`src/rtl/wb_pkg.sv`:
```
// Shared types and defaults for the register-file write-back scheduler.
package wb_pkg;

  typedef logic [4:0] reg_idx_t;

  typedef enum logic [1:0] {
    SRC_NONE,
    SRC_CORE,
    SRC_MDU,
    SRC_LSU
  } src_t;

  localparam int STARVE_LIMIT_DEFAULT = 4;

endpackage

```
`src/rtl/wb_scoreboard.sv`:
```
// Destination-register reservation bits for in-flight long operations.
// A set and a clear on the same index in one cycle leaves the bit set.
module wb_scoreboard
  import wb_pkg::*;
(
  input  logic        clk,
  input  logic        rst,
  input  logic        set_en,
  input  reg_idx_t    set_idx,
  input  logic        clr_en,
  input  reg_idx_t    clr_idx,
  input  reg_idx_t    rd_idx_a,
  input  reg_idx_t    rd_idx_b,
  input  reg_idx_t    rd_idx_c,
  output logic        hit_a,
  output logic        hit_b,
  output logic        hit_c,
  output logic [31:0] pending
);

  logic [31:1] pend_reg;

  genvar gi;
  generate
    for (gi = 1; gi < 32; gi++) begin : g_bit
      always_ff @(posedge clk or negedge rst) begin
        if (!rst) begin
          pend_reg[gi] <= 1'b0;
        end else if (set_en && (set_idx == reg_idx_t'(gi))) begin
          pend_reg[gi] <= 1'b1;
        end else if (clr_en && (clr_idx == reg_idx_t'(gi))) begin
          pend_reg[gi] <= 1'b0;
        end
      end
    end
  endgenerate

  // x0 is hard-wired to zero, so it can never be reserved or hazard.
  assign pending = {pend_reg, 1'b0};
  assign hit_a   = pending[rd_idx_a];
  assign hit_b   = pending[rd_idx_b];
  assign hit_c   = pending[rd_idx_c];

endmodule

```
`src/rtl/wb_scheduler.sv`:
```
// Shares the register-file write port between core, MDU and LSU, and stalls
// issue on RAW/WAW hazards against registers reserved by long operations.
module wb_scheduler
  import wb_pkg::*;
#(
  parameter int XLEN         = 32,
  parameter int STARVE_LIMIT = STARVE_LIMIT_DEFAULT
) (
  input  logic            clk,
  input  logic            rst,
  input  logic            iss_valid,
  input  reg_idx_t        iss_rs1,
  input  reg_idx_t        iss_rs2,
  input  reg_idx_t        iss_rd,
  input  logic            iss_long,
  output logic            iss_stall,
  input  logic            core_wr_en,
  input  reg_idx_t        core_rd,
  input  logic [XLEN-1:0] core_wr_data,
  input  logic            mdu_valid,
  input  reg_idx_t        mdu_rd,
  input  logic [XLEN-1:0] mdu_data,
  output logic            mdu_ready,
  input  logic            lsu_valid,
  input  reg_idx_t        lsu_rd,
  input  logic [XLEN-1:0] lsu_data,
  output logic            lsu_ready,
  output logic            rf_wr_en,
  output reg_idx_t        rf_rd,
  output logic [XLEN-1:0] rf_wr_data,
  output logic [31:0]     pending
);

  localparam int CW = (STARVE_LIMIT < 1) ? 1 : $clog2(STARVE_LIMIT + 1);
  localparam logic [CW-1:0] LIMIT = CW'(STARVE_LIMIT);

  logic          rr_reg;
  logic [CW-1:0] starve_cnt_reg;
  logic          hit_rs1, hit_rs2, hit_rd;
  logic          hz, force_grant, core_take, unit_hs, long_set;
  src_t          src;
  reg_idx_t      win_rd;
  logic [XLEN-1:0] win_data;

  assign hz          = iss_valid & (hit_rs1 | hit_rs2 | hit_rd);
  assign force_grant = (starve_cnt_reg == LIMIT);
  assign iss_stall   = hz | (iss_valid & force_grant);
  assign core_take   = core_wr_en & ~iss_stall;
  assign long_set    = iss_valid & ~iss_stall & iss_long & (iss_rd != '0);

  // Core first; otherwise round-robin, rr_reg = 1 favouring the LSU.
  always_comb begin
    src = SRC_NONE;
    if (core_take) begin
      src = SRC_CORE;
    end else if (mdu_valid && (!lsu_valid || !rr_reg)) begin
      src = SRC_MDU;
    end else if (lsu_valid) begin
      src = SRC_LSU;
    end
  end

  always_comb begin
    win_rd   = '0;
    win_data = '0;
    case (src)
      SRC_CORE: begin win_rd = core_rd; win_data = core_wr_data; end
      SRC_MDU:  begin win_rd = mdu_rd;  win_data = mdu_data;     end
      SRC_LSU:  begin win_rd = lsu_rd;  win_data = lsu_data;     end
      default:  begin win_rd = '0;      win_data = '0;           end
    endcase
  end

  assign mdu_ready  = (src == SRC_MDU);
  assign lsu_ready  = (src == SRC_LSU);
  assign unit_hs    = mdu_ready | lsu_ready;
  assign rf_wr_en   = (src != SRC_NONE) && (win_rd != '0);
  assign rf_rd      = win_rd;
  assign rf_wr_data = win_data;

  always_ff @(posedge clk or negedge rst) begin
    if (!rst) begin
      rr_reg         <= 1'b0;
      starve_cnt_reg <= '0;
    end else begin
      if (mdu_ready) begin
        rr_reg <= 1'b1;
      end else if (lsu_ready) begin
        rr_reg <= 1'b0;
      end
      if ((mdu_valid | lsu_valid) & core_take) begin
        if (starve_cnt_reg != LIMIT) begin
          starve_cnt_reg <= starve_cnt_reg + 1'b1;
        end
      end else begin
        starve_cnt_reg <= '0;
      end
    end
  end

  wb_scoreboard u_scoreboard (
    .clk      (clk),
    .rst      (rst),
    .set_en   (long_set),
    .set_idx  (iss_rd),
    .clr_en   (unit_hs),
    .clr_idx  (win_rd),
    .rd_idx_a (iss_rs1),
    .rd_idx_b (iss_rs2),
    .rd_idx_c (iss_rd),
    .hit_a    (hit_rs1),
    .hit_b    (hit_rs2),
    .hit_c    (hit_rd),
    .pending  (pending)
  );

endmodule

```
`config.mk`:
```
export PLATFORM = sky130hd
export DESIGN_NAME = wb_scheduler
export DESIGN_NICKNAME = d
export VERILOG_FILES = /design/src/rtl/wb_pkg.sv /design/src/rtl/wb_scoreboard.sv /design/src/rtl/wb_scheduler.sv
export SDC_FILE = /design/constraint.sdc
export NUM_CORES = 1
export LEC_CHECK = 0
export BUFFER_PORTS_ARGS = -buffer_cell sky130_fd_sc_hd__buf_4
export CAP_MARGIN = 10
export CORE_MARGIN = 2
export CORE_UTILIZATION = 46
export CTS_BUF_LIST = sky130_fd_sc_hd__clkbuf_4
export DETAILED_ROUTE_END_ITERATION = 8
export HOLD_SLACK_MARGIN = 0.15
export PLACE_DENSITY = 0.83
export SYNTH_ARGS = -nofsm -noshare
export SYNTH_HDL_FRONTEND = slang
export SYNTH_SLANG_ARGS = --single-unit
```
`constraint.sdc`:
```
create_clock -name clk -period 4.5 [get_ports clk]
set_input_delay 0.45 -clock clk [delete_from_list [all_inputs] [get_ports clk]]
set_output_delay 0.45 -clock clk [all_outputs]
set_load 0.1 [all_outputs]
```
Word level (Yosys, flattened, before mapping)

Index checks and enable logic that the tools add are counted.
W data, S select, Z words.

Reductions and logical operators: 102
Multiplexer cells: 77
$lt $le $gt $ge: 3
Eq/ne operators: 68
Add/sub/neg operators: 1
Bitwise operators: 13

Operator list:

| kind                  | number |
|---|---|
| $eq A5 B5 Y1 const B  | 32 |
| $pmux W32 S3          | 1 |
| $eq A5 B4 Y1 const B  | 16 |
| $mux W1               | 67 |
| $reduce_bool A2 Y1    | 33 |
| $logic_and A1 B1 Y1   | 64 |
| $eq A5 B3 Y1 const B  | 8 |
| $eq A5 B2 Y1 const B  | 4 |
| $lt A5 B6 Y1 const B  | 3 |
| $bmux W1 S5           | 3 |
| $pmux W5 S3           | 1 |
| $eq A5 B1 Y1 const B  | 2 |
| $reduce_bool A5 Y1    | 2 |
| $and A1 B1 Y1         | 7 |
| $mux W2               | 3 |
| $mux W3               | 2 |
| $or A1 B1 Y1          | 5 |
| $eq A2 B2 Y1 const B  | 2 |
| $add A3 B1 Y3 const B | 1 |
| $eq A3 B3 Y1 const B  | 1 |
| $ne A3 B3 Y1 const B  | 1 |
| $eq A2 B1 Y1 const B  | 1 |
| $logic_not A1 Y1      | 2 |
| $ne A2 B1 Y1 const B  | 1 |
| 2 further kinds       | 2 |

Register bits: 35
Word-level logic and storage cells: 297
Input port bits: 133
Output and inout bits: 73

Depth between registers and ports, before layout

Gate-level depths: netlist of the first run.

Depth in word-level cells: 15
Gate-level depth with buffers: 11

Cells and area by module

A second synthesis of the first run with hierarchy kept.

Cell total of the unflattened synthesis: 373
Area, all modules: 3585.9 sq um

Modules (own cells, without submodules):

| module        | area each (sq um) | times used | cells each |
|---|---|---|---|
| wb_scoreboard | 2192.1            | 1          | 238 |
| wb_scheduler  | 1393.8            | 1          | 135 |

Least setup slack after synthesis of the first run

OpenSTA, ideal clock, no wires.

Kind: register to output
Start: reg u_scoreboard.pend_reg (netlist bit u_scoreboard.pending[1])
End: out rf_wr_data[26]
Path buffers: 1
Slack: -0.673 ns
Data required time: 4.050 ns
Arrival: 4.723 ns
Stages on the path, launching flop included: 8
Cell sequence: dfrtp_1 mux2_2 a221oi_1 or4_1 o211ai_2 o41ai_4 clkbuf_1 o21ai_0

Cells in the longest elaborated chain, start to end: 11

RTL lines:

| element                                      | RTL line                                 | RTL |
|---|---|---|
| from (decl)                                  | wb_scoreboard.sv:21                      | `logic [31:1] pend_reg;` |
| from (signal, indexed assignment)            | wb_scoreboard.sv:28                      | `pend_reg[gi] <= 1'b0;` |
| from (signal, indexed assignment)            | wb_scoreboard.sv:30                      | `pend_reg[gi] <= 1'b1;` |
| from (signal, indexed assignment)            | wb_scoreboard.sv:32                      | `pend_reg[gi] <= 1'b0;` |
| $bmux W1 S5, on equally long branches        | wb_scoreboard.sv:40, wb_scoreboard.sv:41 |  |
| $mux W1, on equally long branches            | wb_scoreboard.sv:40, wb_scoreboard.sv:41 |  |
| $or A1 B1 Y1                                 | wb_scheduler.sv:45                       | `assign hz = iss_valid & (hit_rs1 \| hit_rs2 \| hit_rd);` |
| $or A1 B1 Y1 (*)                             | wb_scheduler.sv:45                       |  |
| $and A1 B1 Y1 (*)                            | wb_scheduler.sv:45                       |  |
| $or A1 B1 Y1 (*)                             | wb_scheduler.sv:47                       | `assign iss_stall = hz \| (iss_valid & force_grant);` |
| $not A1 Y1 (*)                               | wb_scheduler.sv:48                       | `assign core_take = core_wr_en & ~iss_stall;` |
| $and A1 B1 Y1 (*)                            | wb_scheduler.sv:48                       |  |
| $mux W2 (*)                                  | wb_scheduler.sv:54                       | `if (core_take) begin` |
| $eq A2 B2 Y1 or $eq A2 B1 Y1 (tied branches) | wb_scheduler.sv:66                       | `case (src)` |
| $pmux W32 S3 (*)                             | wb_scheduler.sv:66                       |  |
| to (decl)                                    | wb_scheduler.sv:30                       | `output logic [XLEN-1:0] rf_wr_data,` |

Every way passes the cells marked *; elsewhere a longest branch is shown, timed or not. The select of a mux whose other input is x is not followed.

Final worst setup path of the first run

Start: reg u_scoreboard.pend_reg (netlist bit u_scoreboard.pending[29])
End: out rf_rd[2]

Cells in the longest elaborated chain, start to end: 11

RTL lines:

| element                                      | RTL line                                 | RTL |
|---|---|---|
| $bmux W1 S5, on equally long branches        | wb_scoreboard.sv:40, wb_scoreboard.sv:41 |  |
| $mux W1, on equally long branches            | wb_scoreboard.sv:40, wb_scoreboard.sv:41 |  |
| $or A1 B1 Y1                                 | wb_scheduler.sv:45                       |  |
| $or A1 B1 Y1 (*)                             | wb_scheduler.sv:45                       |  |
| $and A1 B1 Y1 (*)                            | wb_scheduler.sv:45                       |  |
| $or A1 B1 Y1 (*)                             | wb_scheduler.sv:47                       |  |
| $not A1 Y1 (*)                               | wb_scheduler.sv:48                       |  |
| $and A1 B1 Y1 (*)                            | wb_scheduler.sv:48                       |  |
| $mux W2 (*)                                  | wb_scheduler.sv:54                       |  |
| $eq A2 B2 Y1 or $eq A2 B1 Y1 (tied branches) | wb_scheduler.sv:66                       |  |
| $pmux W5 S3 (*)                              | wb_scheduler.sv:66                       |  |
| to (decl)                                    | wb_scheduler.sv:29                       | `output reg_idx_t rf_rd,` |

Marked as above.

==> load_flow_metrics.sql, run 1 <==
INSERT INTO impl_metrics (metric_group, metric, value, unit) VALUES
('floorplan', 'width_of_the_chip', '92.51', 'um'),
('synth', 'synth-edff-count', '0', ''),
('floorplan', 'rows', '32', ''),
('detailed_routing', 'detailed_route_vias_per_instance', '6.364', ''),
('floorplan', 'core-area', '7647', 'um2'),
('sta', 'fin_worst_skew', '20.52', 'ps'),
('worst_setup_path', 'end_kind', 'primary output', ''),
('detailed_routing', 'detail_route.first_pass.iterations', '5', ''),
('global_routing', 'groute.usage.overall', '36.10', '%'),
('power_and_ir_drop', 'total_power_draw', '0.001732', 'W'),
('worst_setup_path', 'timing.critical_path.arrival', '3610', 'ps'),
('synth', 'synth_fp_nets', '574', ''),
('clocking', 'numCtsBuffers', '5', ''),
('clocking', 'total_of_cells_resized_after_clock_tree_synthesis', '0', ''),
('synth', 'synth-seq-area-share', '24.31', '%'),
('floorplan', 'io_pins', '206', ''),
('detailed_routing', 'first_iter_violations', '676', ''),
('sta', 'hold_ws', '390.2', 'ps'),
('floorplan', 'die_area', '8557', 'um2'),
('power_and_ir_drop', 'vdd_ir_drop_max', '0.2356', 'mV'),
('finish', 'finalCoreUtilization', '69.11', '%'),
('clocking', 'insertion_delay', '360', 'ps'),
('global_routing', 'global_route_wire_length_before_repair', '23770', 'um'),
('worst_hold_path', 'worst_hold_path.num_cells', '2', ''),
('floorplan', 'floorplan.initialDensity', '47.12', '%'),
('worst_hold_path', 'hold-path-endpoint', 'u_scoreboard.pending[2]$_DFFE_PN0P_', ''),
('power_and_ir_drop', 'cellPowerDensity', '327.8', 'nW/um2'),
('outcome', 'status', 'completed', ''),
('worst_setup_path', 'maximum_fanout_encountered_on_the_critical_timing_path', '108', ''),
('clocking', 'tritoncts_num_sinks', '35', ''),
('synth', 'async_set_or_reset_flop_fraction_in_the_synthesized_netlist', '100.0', '%'),
('synth', 'synthMostInstantiatedCell', 'sky130_fd_sc_hd__o21ai_0', ''),
('worst_setup_path', 'worstReg2RegStart', 'u_scoreboard.pending[29]$_DFFE_PN0P_', ''),
('clocking', 'clock-root-buffer', 'sky130_fd_sc_hd__clkbuf_4', ''),
('detailed_routing', 'totalWireLength', '15780', 'um'),
('synth', 'count_of_unique_library_cells_instantiated_by_yosys', '52', ''),
('clocking', 'clock_tree.buffer_depth', '2', ''),
('sta', 'layout_worst_path_cycle_share', '90.13', '%'),
('sta', 'final-hold-violation-count', '0', ''),
('finish', 'instances_no_fill', '725', ''),
('sta', 'maxClockFrequency', '246.6', 'MHz'),
('worst_setup_path', 'startpoint_type', 'flip-flop', ''),
('synth', 'yosys-top-cells-area', 'sky130_fd_sc_hd__dfrtp_1, sky130_fd_sc_hd__a22oi_1, sky130_fd_sc_hd__mux4_2', ''),
('global_routing', 'initial_antenna_violation_count', '1', ''),
('power_and_ir_drop', 'p_leak', '2.459', 'nW'),
('synth', 'synth.top_cells.by_count', 'sky130_fd_sc_hd__o21ai_0, sky130_fd_sc_hd__nand2_1, sky130_fd_sc_hd__a22oi_1', ''),
('synth', 'synthFlopType', 'sky130_fd_sc_hd__dfrtp_1', ''),
('sta', 'worst_pin_slew', '1010', 'ps'),
('finish', 'synth_to_layout_area_growth', '46.67', '%'),
('sta', 'timing_max_transition_violations_final', '0', ''),
('clocking', 'htree_levels', '2', ''),
('worst_setup_path', 'reg2reg_to', 'u_scoreboard.pending[13]$_DFFE_PN0P_', ''),
('job', 'max_cap_violations', '0', ''),
('synth', 'synth.cell_area', '3603', 'um2'),
('synth', 'avgSynthCellArea', '8.208', 'um2'),
('sta', 'min_period', '4056', 'ps'),
('detailed_routing', 'antenna_left', '0', ''),
('finish', 'share_of_post_route_cells_with_drive_strength_above_1', '40.19', '%'),
('synth', 'yosys_register_bits', '35', ''),
('placed_design', 'dp_hpwl', '12230', 'um'),
('detailed_routing', 'dr_total_vias', '4614', ''),
('global_routing', 'number_of_global_route_vias_before_repair', '4434', ''),
('clocking', 'cts_tree', 'done', ''),
('worst_setup_path', 'reg2reg_slack', '1420', 'ps'),
('sta', 'worst_slack', '444.3', 'ps'),
('finish', 'fill_cells', '640', ''),
('sta', 'setup_viol_count_final', '0', ''),
('synth', 'synthCells', '439', ''),
('synth', 'synth_top_cell_by_area', 'sky130_fd_sc_hd__dfrtp_1', ''),
('placed_design', 'port_bufs', '204', ''),
('worst_hold_path', 'worstHoldStart', 'iss_rd[4]', '');
power by group:
part           internal (W)  leakage (nW)  switching [W]  total (W)
clock network      0.000173        0.0514       0.000124   0.000297
registers          0.000332         0.403      0.0000332   0.000365
logic              0.000283          2.01       0.000788    0.00107
routing by layer:
metal	vias to the layer above	track usage (%)	wire, um
met5	-	0	0
met4	0	16.92	610
met3	39	8.869	1770
met2	356	58.03	7654
met1	2157	45.67	5748
li1	2062	-	-
through the flow:
step / TNS, ps / cell area [um2]
floorplan: -14130 / 3607
global placement: 0 / 5167
detailed placement: 0 / 5167
CTS: 0 / 5283
global route: 0 / 5283
finish: 0 / 5285
area by class of cell:
| cell class | instances | area [um2] | area share [%] |
|---|---|---|---|
| sequential | 35 | 875.8 | 16.57 |
| tap | 102 | 127.6 | 2.415 |
| timing repair buffer | 209 | 1584 | 29.97 |
| clock inverter | 3 | 67.56 | 1.278 |
| multi-input combinational | 348 | 2507 | 47.44 |
| clock buffer | 5 | 37.54 | 0.7102 |
| antenna | 1 | 2.502 | 0.04735 |
| inverter | 22 | 82.58 | 1.562 |
how the worst max path moves through the flow:
| stage | start | to | slack, ps | depth (start not counted) |
|---|---|---|---|---|
| after floorplan | u_scoreboard.pending[1]$_DFFE_PN0P_ | rf_wr_data[26] | -670 | 7 |
| after global placement | iss_rs2[1] | rf_wr_data[25] | 740 | 10 |
| after detailed placement | iss_rs2[1] | rf_wr_data[25] | 690 | 10 |
| after CTS | u_scoreboard.pending[29]$_DFFE_PN0P_ | rf_wr_data[25] | 480 | 9 |
| after global routing | u_scoreboard.pending[29]$_DFFE_PN0P_ | rf_wr_data[25] | 350 | 9 |
| final | u_scoreboard.pending[29]$_DFFE_PN0P_ | rf_rd[2] | 440 | 8 |
critical path, stage by stage (launching register included):
cell and delay [ps]:
sky130_fd_sc_hd__dfrtp_1 520, sky130_fd_sc_hd__mux4_2 490, sky130_fd_sc_hd__mux4_2 460, sky130_fd_sc_hd__nand2b_1 150
sky130_fd_sc_hd__o211a_2 190, sky130_fd_sc_hd__o41ai_4 350, sky130_fd_sc_hd__buf_12 370, sky130_fd_sc_hd__mux2_2 400
sky130_fd_sc_hd__buf_4 240
kinds of logic (layout without fill, tap and decap cells):
group | Yosys count | after routing | synth area share [%]
DFF | 35 | 35 | 24.31
and+or+nand+nor | 125 | 125 | 17.43
AOI/OAI and AO/OA | 179 | 179 | 34.13
buffers and inverters | 56 | 239 | 6.528
adders and majority gates | 2 | 2 | 0.6943
muxes | 40 | 40 | 16.56
xor gates and xnor gates | 1 | 1 | 0.2431
other | 1 | 2 | 0.1041
what timing repair did:
item | in CTS | in global routing
setup buffers | 0 | 0
hold endpoints to repair | 35 | 0
hold buffers | 1 | 0
layout by cell type (no fill, tap or decap), drive strengths merged, types with 7 or more instances in the layout:
cell,synthesis,final
nand2,58,58
a22oi,50,50
dfrtp,35,35
mux4,15,15
o41ai,13,13
mux2,7,7
nand2b,8,8
nor2,14,14
buf,13,208
o21ai,67,67
nand3,8,8
inv,22,22
mux2i,18,18
nor2b,8,8
o211ai,22,22
No activity file was read; power rests on OpenSTA's default activity.
==> inputs of run 2 (changes only) <==
CORE_UTILIZATION = 42   (was 46)
PLACE_DENSITY = 0.8   (was 0.83)
clock period = 3.7 ns   (was 4.5 ns; I/O delays follow)
==> run 2 against run 1 <==
Effect of this change: register-to-register slack lost 890 ps; clock power about the same; worst hold slack got worse by 62 ps; sequential power rose by 21%; non-clock buffer count increased by 22; final area increased by 16%; first-iteration DRC count is 31% lower; die area is 9.1% higher; total power rose by 32%; core utilization grew 4.8 points; critical endpoint unchanged; largest cell class unchanged.
==> load_flow_metrics.sql, run 2 (synthesis gave the netlist of run 1 again) <==
INSERT INTO impl_metrics (metric_group, metric, value, unit) VALUES
('outcome', 'status', 'completed', ''),
('clocking', 'tritoncts_num_sinks', '35', ''),
('worst_hold_path', 'worstHoldStart', 'iss_rd[4]', ''),
('worst_setup_path', 'startpoint_type', 'flip-flop', ''),
('clocking', 'insertion_delay', '360', 'ps'),
('power_and_ir_drop', 'vdd_ir_drop_max', '0.3279', 'mV'),
('global_routing', 'grt_util_met3', '5.275', '%'),
('placed_design', 'pre_cts_slack', '69.52', 'ps'),
('detailed_routing', 'routedWlPerCell', '22.45', 'um'),
('sta', 'worst_slack', '64.89', 'ps'),
('floorplan', 'floorplan.initialDensity', '43.64', '%'),
('finish', 'largest_register_ffs', '31', ''),
('sta', 'worst_pin_slew', '734.1', 'ps'),
('sta', 'final-hold-violation-count', '0', ''),
('sta', 'slew-limit-headroom', '51.06', '%'),
('placed_design', 'port_bufs', '204', ''),
('global_routing', 'globalRouteOverflowTotal', '0', ''),
('worst_hold_path', 'worst_hold_path.num_cells', '2', ''),
('floorplan', 'core-area', '8258', 'um2'),
('power_and_ir_drop', 'power.share.switching', '53.15', '%'),
('worst_setup_path', 'end_kind', 'primary output', ''),
('power_and_ir_drop', 'internal_power', '0.001070', 'W'),
('finish', 'share_of_post_route_cells_with_drive_strength_above_1', '50.78', '%'),
('clocking', 'htree_levels', '2', ''),
('detailed_routing', 'dr_total_vias', '4769', ''),
('worst_setup_path', 'reg2reg_slack', '530', 'ps'),
('sta', 'layout_worst_path_cycle_share', '98.25', '%'),
('detailed_routing', 'totalWireLength', '16820', 'um'),
('clocking', 'clk_transition_reported_paths', '120', 'ps'),
('finish', 'commonest_cells_after_routing_fill_and_taps_aside', 'sky130_fd_sc_hd__buf_4, sky130_fd_sc_hd__nand2_1, sky130_fd_sc_hd__a22oi_1, sky130_fd_sc_hd__o21ai_0, sky130_fd_sc_hd__o21ai_2', ''),
('finish', 'fill_cells', '628', ''),
('global_routing', 'initial_antenna_violation_count', '0', ''),
('global_routing', 'global_route_wire_length_before_repair', '25670', 'um'),
('sta', 'maxClockFrequency', '275.1', 'MHz'),
('worst_setup_path', 'cp.required', '3330', 'ps'),
('clocking', 'clock_tree.buffer_depth', '2', ''),
('sta', 'timing_max_transition_violations_final', '0', ''),
('floorplan', 'die-height', '96.63', 'um'),
('detailed_routing', 'detailed_route_vias_per_instance', '6.367', ''),
('sta', 'setup_viol_count_final', '0', ''),
('worst_setup_path', 'reg2reg_to', 'starve_cnt_reg[2]$_DFFE_PN0P_', ''),
('power_and_ir_drop', 'comb_power_share', '67.6', '%'),
('clocking', 'cts_tree', 'done', ''),
('worst_setup_path', 'worst_setup_path_startpoint', 'u_scoreboard.pending[31]$_DFFE_PN0P_', ''),
('detailed_routing', 'antenna_left', '0', ''),
('worst_setup_path', 'worstReg2RegStart', 'u_scoreboard.pending[31]$_DFFE_PN0P_', ''),
('worst_hold_path', 'hold-path-endpoint', 'u_scoreboard.pending[2]$_DFFE_PN0P_', ''),
('power_and_ir_drop', 'clkPwrFrac', '13.0', '%'),
('worst_setup_path', 'rr_worst_depth', '12', ''),
('clocking', 'clock-root-buffer', 'sky130_fd_sc_hd__clkbuf_4', ''),
('power_and_ir_drop', 'p_seq_share', '19.4', '%'),
('sta', 'fin_worst_skew', '12.40', 'ps'),
('power_and_ir_drop', 'p_leak', '2.755', 'nW'),
('finish', 'finalCoreUtilization', '73.94', '%'),
('placed_design', 'dp_hpwl', '12430', 'um'),
('worst_setup_path', 'maximum_fanout_encountered_on_the_critical_timing_path', '8', ''),
('floorplan', 'rows', '33', ''),
('finish', 'antenna_cells_inserted', '0', ''),
('floorplan', 'width_of_the_chip', '96.63', 'um'),
('global_routing', 'gr-usage-met2', '54.17', '%'),
('worst_setup_path', 'timing_worst_setup_path_type', 'reg -> out', ''),
('detailed_routing', 'detail_route.first_pass.iterations', '5', ''),
('floorplan', 'io_pins', '206', ''),
('worst_hold_path', 'timing.hold.worst.class', 'in -> reg', ''),
('power_and_ir_drop', 'cellPowerDensity', '373.9', 'nW/um2'),
('global_routing', 'groute.usage.overall', '34.06', '%'),
('global_routing', 'grt_met1_usage', '48.83', '%'),
('finish', 'instances_no_fill', '749', ''),
('placed_design', 'finalWeightedCongestion', '0.9737', ''),
('power_and_ir_drop', 'power_switching', '0.001213', 'W'),
('global_routing', 'grt_start_max_net_pins', '38', ''),
('finish', 'synth_to_layout_area_growth', '69.44', '%'),
('sta', 'min_period', '3635', 'ps'),
('global_routing', 'grt-busiest-layer', 'met2', ''),
('global_routing', 'number_of_global_route_vias_before_repair', '4557', ''),
('placed_design', 'placed_cells', '729', ''),
('detailed_routing', 'first_iter_violations', '468', ''),
('job', 'max_cap_violations', '0', ''),
('finish', 'layout.cells.most_common', 'sky130_fd_sc_hd__buf_4', ''),
('clocking', 'numCtsBuffers', '5', ''),
('detailed_routing', 'remaining_drc_errors', '0', ''),
('floorplan', 'die_area', '9336', 'um2'),
('finish', 'fin_nets', '778', ''),
('worst_setup_path', 'timing.critical_path.arrival', '3270', 'ps');
run 2: cell types whose count changed in the layout (fill, tap and decap cells not counted), sizes merged:
cell    delta
bufinv     -1
clkbuf     +4
buf       +19
diode      -1
run 2: how the worst max path moves through the flow:
stage	end	slack, ps
floorplan	rf_wr_data[10]	-120
CTS	rf_wr_data[14]	0.1
global route	rf_wr_en	-30
detailed placement	rf_wr_data[5]	70
global placement	rf_wr_data[2]	150
finish	rf_rd[2]	60
run 2: per-layer routing:
layer	wire, um	up-vias	share of wire (%)
met5	36	-	0.21
met4	484	2	2.9
met3	1597	52	9.5
met2	8038	329	48
met1	6657	2276	40
li1	-	2110	-
run 2: final cells by class:
class,instances,area [um2],share of cell area [%]
sequential,35,898.4,14.71
inverter,22,82.58,1.352
tap,105,131.4,2.152
clock buffer,6,45.04,0.7377
timing repair buffer,231,2183,35.76
multi-input combinational,348,2728,44.67
clock inverter,2,37.54,0.6148
run 2: timing repair:
action	CTS	global route
pin swaps	1	0
endpoints found under the setup margin	37	37
hold buffers	1	0
gates cloned	0	4
setup buffers	1	6
resized for setup	38	46
hold endpoints to repair	35	0
run 2: power by group through the flow:
stage	sequential [W]	clock, W	combinational (W)
detailed placement	0.000447	0	0.00136
global route	0.000445	0.000311	0.00160
finish	0.000443	0.000297	0.00154
CTS	0.000440	0.000296	0.00142
global placement	0.000447	0	0.00135
floorplan	0.000557	0	0.000880
run 2: worst max-delay path, stage by stage (launching register included):
cell and delay (ps):
sky130_fd_sc_hd__dfrtp_2 480, sky130_fd_sc_hd__mux4_2 480, sky130_fd_sc_hd__mux4_2 460, sky130_fd_sc_hd__nand2b_1 150, sky130_fd_sc_hd__o211a_2 190, sky130_fd_sc_hd__o41ai_4 210
sky130_fd_sc_hd__buf_4 210, sky130_fd_sc_hd__buf_12 150, sky130_fd_sc_hd__mux2_2 370, sky130_fd_sc_hd__buf_6 190
run 2: per-stage QoR:
step                power [W]  cell area, um2  hold slack (ps)  TNS, ps
finish               0.002283            6106            328.0        0
floorplan            0.001437            3846            74.41    -1966
CTS                  0.002155            5767            311.8        0
detailed placement   0.001810            5515            362.6        0
global placement     0.001793            5515            344.2        0
global route         0.002356            6106            344.9   -211.4
==> inputs of run 3 (changes only) <==
SYNTH_HIERARCHICAL = 1   (was default)
clock period = 3.1 ns   (was 3.7 ns; I/O delays follow)
==> run 3 against run 2 <==
Effect of this change: first-iteration DRC count up 22%; non-clock buffer count increased by 44; highest routed layer is now met4; sequential share of layout area decreased by 1.2 points; the run now ends with negative setup slack left; final area increased by 11%; via count is 3.6% higher; worst setup slack lost 600 ps.
==> load_flow_metrics.sql, run 3 <==
INSERT INTO impl_metrics (metric_group, metric, value, unit) VALUES
('outcome', 'status', 'complete, but fails checks', ''),
('outcome', 'violations', 'negative setup slack', ''),
('finish', 'instances_no_fill', '734', ''),
('worst_setup_path', 'startpoint_type', 'flip-flop', ''),
('sta', 'setup_viol_count_final', '71', ''),
('synth', 'synthFlopType', 'sky130_fd_sc_hd__dfrtp_1', ''),
('floorplan', 'die-height', '96.40', 'um'),
('sta', 'worst_pin_slew', '563.4', 'ps'),
('finish', 'layout.cells.most_common', 'sky130_fd_sc_hd__buf_4', ''),
('global_routing', 'initial_antenna_violation_count', '0', ''),
('detailed_routing', 'detail_route.first_pass.iterations', '8', ''),
('worst_setup_path', 'timing_worst_setup_path_type', 'reg -> out', ''),
('worst_setup_path', 'critPathSlowestCell', 'sky130_fd_sc_hd__dfrtp_4', ''),
('job', 'max_cap_violations', '0', ''),
('synth', 'synth-edff-count', '0', ''),
('synth', 'ys.warnings.count', '6', ''),
('synth', 'synthMostInstantiatedCell', 'sky130_fd_sc_hd__o21ai_0', ''),
('sta', 'grt_setup_unrepaired', 'true', ''),
('floorplan', 'die_area', '9293', 'um2'),
('global_routing', 'global_route_wire_length_before_repair', '26650', 'um'),
('placed_design', 'dp_hpwl', '11530', 'um'),
('synth', 'avgSynthCellArea', '9.614', 'um2'),
('clocking', 'clk_transition_reported_paths', '140', 'ps'),
('sta', 'fin_worst_skew', '26.77', 'ps'),
('placed_design', 'area_after_detailed_placement', '5534', 'um2'),
('worst_setup_path', 'cp.required', '2790', 'ps'),
('global_routing', 'groute.usage.overall', '38.38', '%'),
('floorplan', 'width_of_the_chip', '96.40', 'um'),
('synth', 'synth_top_cell_area_share', '24.42', '%'),
('floorplan', 'io_pins', '206', ''),
('worst_setup_path', 'crit_path_max_incr_delay', '530', 'ps'),
('finish', 'commonest_cells_after_routing_fill_and_taps_aside', 'sky130_fd_sc_hd__buf_4, sky130_fd_sc_hd__buf_12, sky130_fd_sc_hd__a32o_1, sky130_fd_sc_hd__mux2_4, sky130_fd_sc_hd__o21ai_1', ''),
('detailed_routing', 'detailed_route_vias_per_instance', '6.729', ''),
('synth', 'synthCells', '373', ''),
('sta', 'min_period', '3633', 'ps'),
('placed_design', 'port_bufs', '204', ''),
('global_routing', 'grt_start_max_net_pins', '42', ''),
('synth', 'count_of_unique_library_cells_instantiated_by_yosys', '48', ''),
('global_routing', 'number_of_global_route_vias_before_repair', '4886', ''),
('synth', 'yosys_register_bits', '35', ''),
('clocking', 'numCtsBuffers', '5', ''),
('clocking', 'tritoncts_num_sinks', '35', ''),
('power_and_ir_drop', 'cellPowerDensity', '564.8', 'nW/um2'),
('detailed_routing', 'routedWlPerCell', '26.59', 'um'),
('clocking', 'htree_levels', '2', ''),
('sta', 'setup_tns', '-32510', 'ps'),
('detailed_routing', 'antenna_left', '0', ''),
('clocking', 'clock_tree.buffer_depth', '2', ''),
('worst_setup_path', 'maximum_fanout_encountered_on_the_critical_timing_path', '6', ''),
('detailed_routing', 'first_iter_violations', '570', ''),
('worst_hold_path', 'timing.hold.worst.class', 'in -> reg', ''),
('synth', 'yosys-top-cells-area', 'sky130_fd_sc_hd__dfrtp_1, sky130_fd_sc_hd__mux2_4, sky130_fd_sc_hd__a32o_1', ''),
('sta', 'worst_slack', '-533.0', 'ps'),
('clocking', 'cts_tree', 'done', ''),
('finish', 'stdcell_area', '6785', 'um2'),
('worst_setup_path', 'crit_chain', 'mux4_2, nand2b_4, o2111ai_1, nand4_1, a2111oi_4, o21ai_4, buf_12, buf_16, mux2_4, buf_12', ''),
('synth', 'synth-seq-area-share', '24.42', '%'),
('synth', 'synth.top_cells.by_count', 'sky130_fd_sc_hd__o21ai_0, sky130_fd_sc_hd__a32o_1, sky130_fd_sc_hd__dfrtp_1', ''),
('finish', 'fin_nets', '763', ''),
('worst_setup_path', 'cpMostUsedCell', 'sky130_fd_sc_hd__buf_12', ''),
('worst_setup_path', 'end_kind', 'primary output', ''),
('synth', 'async_set_or_reset_flop_fraction_in_the_synthesized_netlist', '100.0', '%'),
('power_and_ir_drop', 'vdd_ir_drop_max', '0.3441', 'mV'),
('global_routing', 'globalRouteOverflowTotal', '0', ''),
('floorplan', 'floorplan.initialDensity', '43.42', '%'),
('synth', 'synth_fp_nets', '508', ''),
('sta', 'slew-limit-headroom', '62.40', '%'),
('detailed_routing', 'dr_total_vias', '4939', ''),
('clocking', 'insertion_delay', '380', 'ps'),
('finish', 'largest_register_ffs', '31', ''),
('placed_design', 'placed_cells', '698', ''),
('sta', 'final-hold-violation-count', '0', ''),
('placed_design', 'finalWeightedCongestion', '0.9115', ''),
('floorplan', 'rows', '33', ''),
('sta', 'maxClockFrequency', '275.3', 'MHz'),
('sta', 'hold_ws', '361.7', 'ps'),
('worst_setup_path', 'timing.critical_path.arrival', '3320', 'ps'),
('finish', 'share_of_post_route_cells_with_drive_strength_above_1', '63.43', '%'),
('power_and_ir_drop', 'p_leak', '3.126', 'nW'),
('finish', 'synth_to_layout_area_growth', '89.22', '%'),
('power_and_ir_drop', 'total_power_draw', '0.003832', 'W'),
('finish', 'antenna_cells_inserted', '0', ''),
('synth', 'synth.cell_area', '3586', 'um2'),
('detailed_routing', 'remaining_drc_errors', '0', ''),
('sta', 'timing_max_transition_violations_final', '0', ''),
('floorplan', 'core-area', '8258', 'um2'),
('synth', 'synth_top_cell_by_area', 'sky130_fd_sc_hd__dfrtp_1', ''),
('detailed_routing', 'totalWireLength', '19520', 'um'),
('clocking', 'clock-root-buffer', 'sky130_fd_sc_hd__clkbuf_4', ''),
('sta', 'layout_worst_path_cycle_share', '117.2', '%');
run 3: cell count changes in the layout (fill, tap and decap cells not counted), moves of 10 or more:
| cell | before | now |
|---|---|---|
| sky130_fd_sc_hd__o21ai_1 | 3 | 35 |
| sky130_fd_sc_hd__nand2_1 | 58 | 7 |
| sky130_fd_sc_hd__a32o_1 | 0 | 37 |
| sky130_fd_sc_hd__a22oi_1 | 50 | 6 |
| sky130_fd_sc_hd__dfrtp_2 | 18 | 5 |
| sky130_fd_sc_hd__o41ai_1 | 12 | 0 |
| sky130_fd_sc_hd__buf_12 | 19 | 48 |
| sky130_fd_sc_hd__inv_1 | 22 | 8 |
| sky130_fd_sc_hd__buf_8 | 10 | 0 |
| sky130_fd_sc_hd__mux2_4 | 0 | 36 |
| sky130_fd_sc_hd__o211ai_1 | 21 | 4 |
| sky130_fd_sc_hd__dfrtp_4 | 0 | 10 |
| sky130_fd_sc_hd__o21ai_0 | 30 | 2 |
| sky130_fd_sc_hd__buf_4 | 185 | 203 |
run 3: what timing repair did:
item / 4_1_cts / 5_1_grt
endpoints found under the setup margin: 72 / 72
gates cloned: 3 / 0
gates resized for setup: 230 / 44
buffers inserted: 20 / 8
hold buffers: 1 / 0
hold endpoints to repair: 35 / 0
pin swaps: 29 / 26
run 3: stage by stage:
| stage | worst slack, ps | utilization, % |
|---|---|---|
| 6_report | -533.0 | 82.17 |
| 5_1_grt | -593.1 | 82.17 |
| 4_1_cts | -494.5 | 79.77 |
| 3_5_place_dp | -247.5 | 67.02 |
| 3_3_place_gp | -121.5 | 67.02 |
| 2_1_floorplan | -290.1 | - |
run 3: metal layers:
metal | GRT usage [%] | up-vias | wire length, um
met5 | 0 | - | 0
met4 | 23.83 | 0 | 1568
met3 | 9.542 | 154 | 2023
met2 | 65.10 | 489 | 9521
met1 | 43.19 | 2298 | 6407
li1 | - | 1998 | -
run 3: cell families after synthesis:
logic type / after synthesis / share of synthesized area (%)
other: 1 / 0.1046
AND/OR/NAND/NOR: 91 / 13.92
adder cells (fa/ha/maj): 2 / 0.6977
multiplexers: 75 / 29.00
buffers and inverters: 35 / 5.129
flip-flops: 35 / 24.42
XOR/XNOR: 1 / 0.2443
AO/OA/AOI/OAI: 133 / 26.48
run 3: report_power, final:
| group | switching, W | total [W] | leakage, nW | internal (W) |
|---|---|---|---|---|
| Combinational | 0.00182 | 0.00289 | 2.65 | 0.00106 |
| Sequential | 0.000119 | 0.000664 | 0.447 | 0.000545 |
| Clock | 0.000186 | 0.000282 | 0.0317 | 0.0000963 |
run 3: layout make-up:
type	count	area, um2
clock buffers	6	45.04
clock inverters	2	12.51
fillers	451	1473
inverters	8	30.03
multi-input cells	303	2844
flip-flops and latches	35	919.6
well taps	105	131.4
repair buffers	275	2803
run 3: critical path, delay by kind of cell (launching register included):
family / cells / cell delay [ps]
buf+inv: 3 / 480
compound gates: 3 / 720
mux: 2 / 810
flops: 1 / 530
simple gates: 2 / 390
run 3: worst paths after layout:
check	startpoint	to	slack [ps]	depth (start not counted)
setup / recovery	u_scoreboard/pending[22]$_DFFE_PN0P_	rf_wr_data[0]	-530	10
hold / removal	iss_rd[3]	u_scoreboard/pending[1]$_DFFE_PN0P_	360	3
setup reg to reg	u_scoreboard/pending[22]$_DFFE_PN0P_	u_scoreboard/pending[21]$_DFFE_PN0P_	-500	13
hold reg to reg	u_scoreboard/pending[2]$_DFFE_PN0P_	u_scoreboard/pending[2]$_DFFE_PN0P_	600	2
max in group asynchronous	rst	u_scoreboard/pending[20]$_DFFE_PN0P_	2290	2
min in group asynchronous	rst	u_scoreboard/pending[6]$_DFFE_PN0P_	430	2
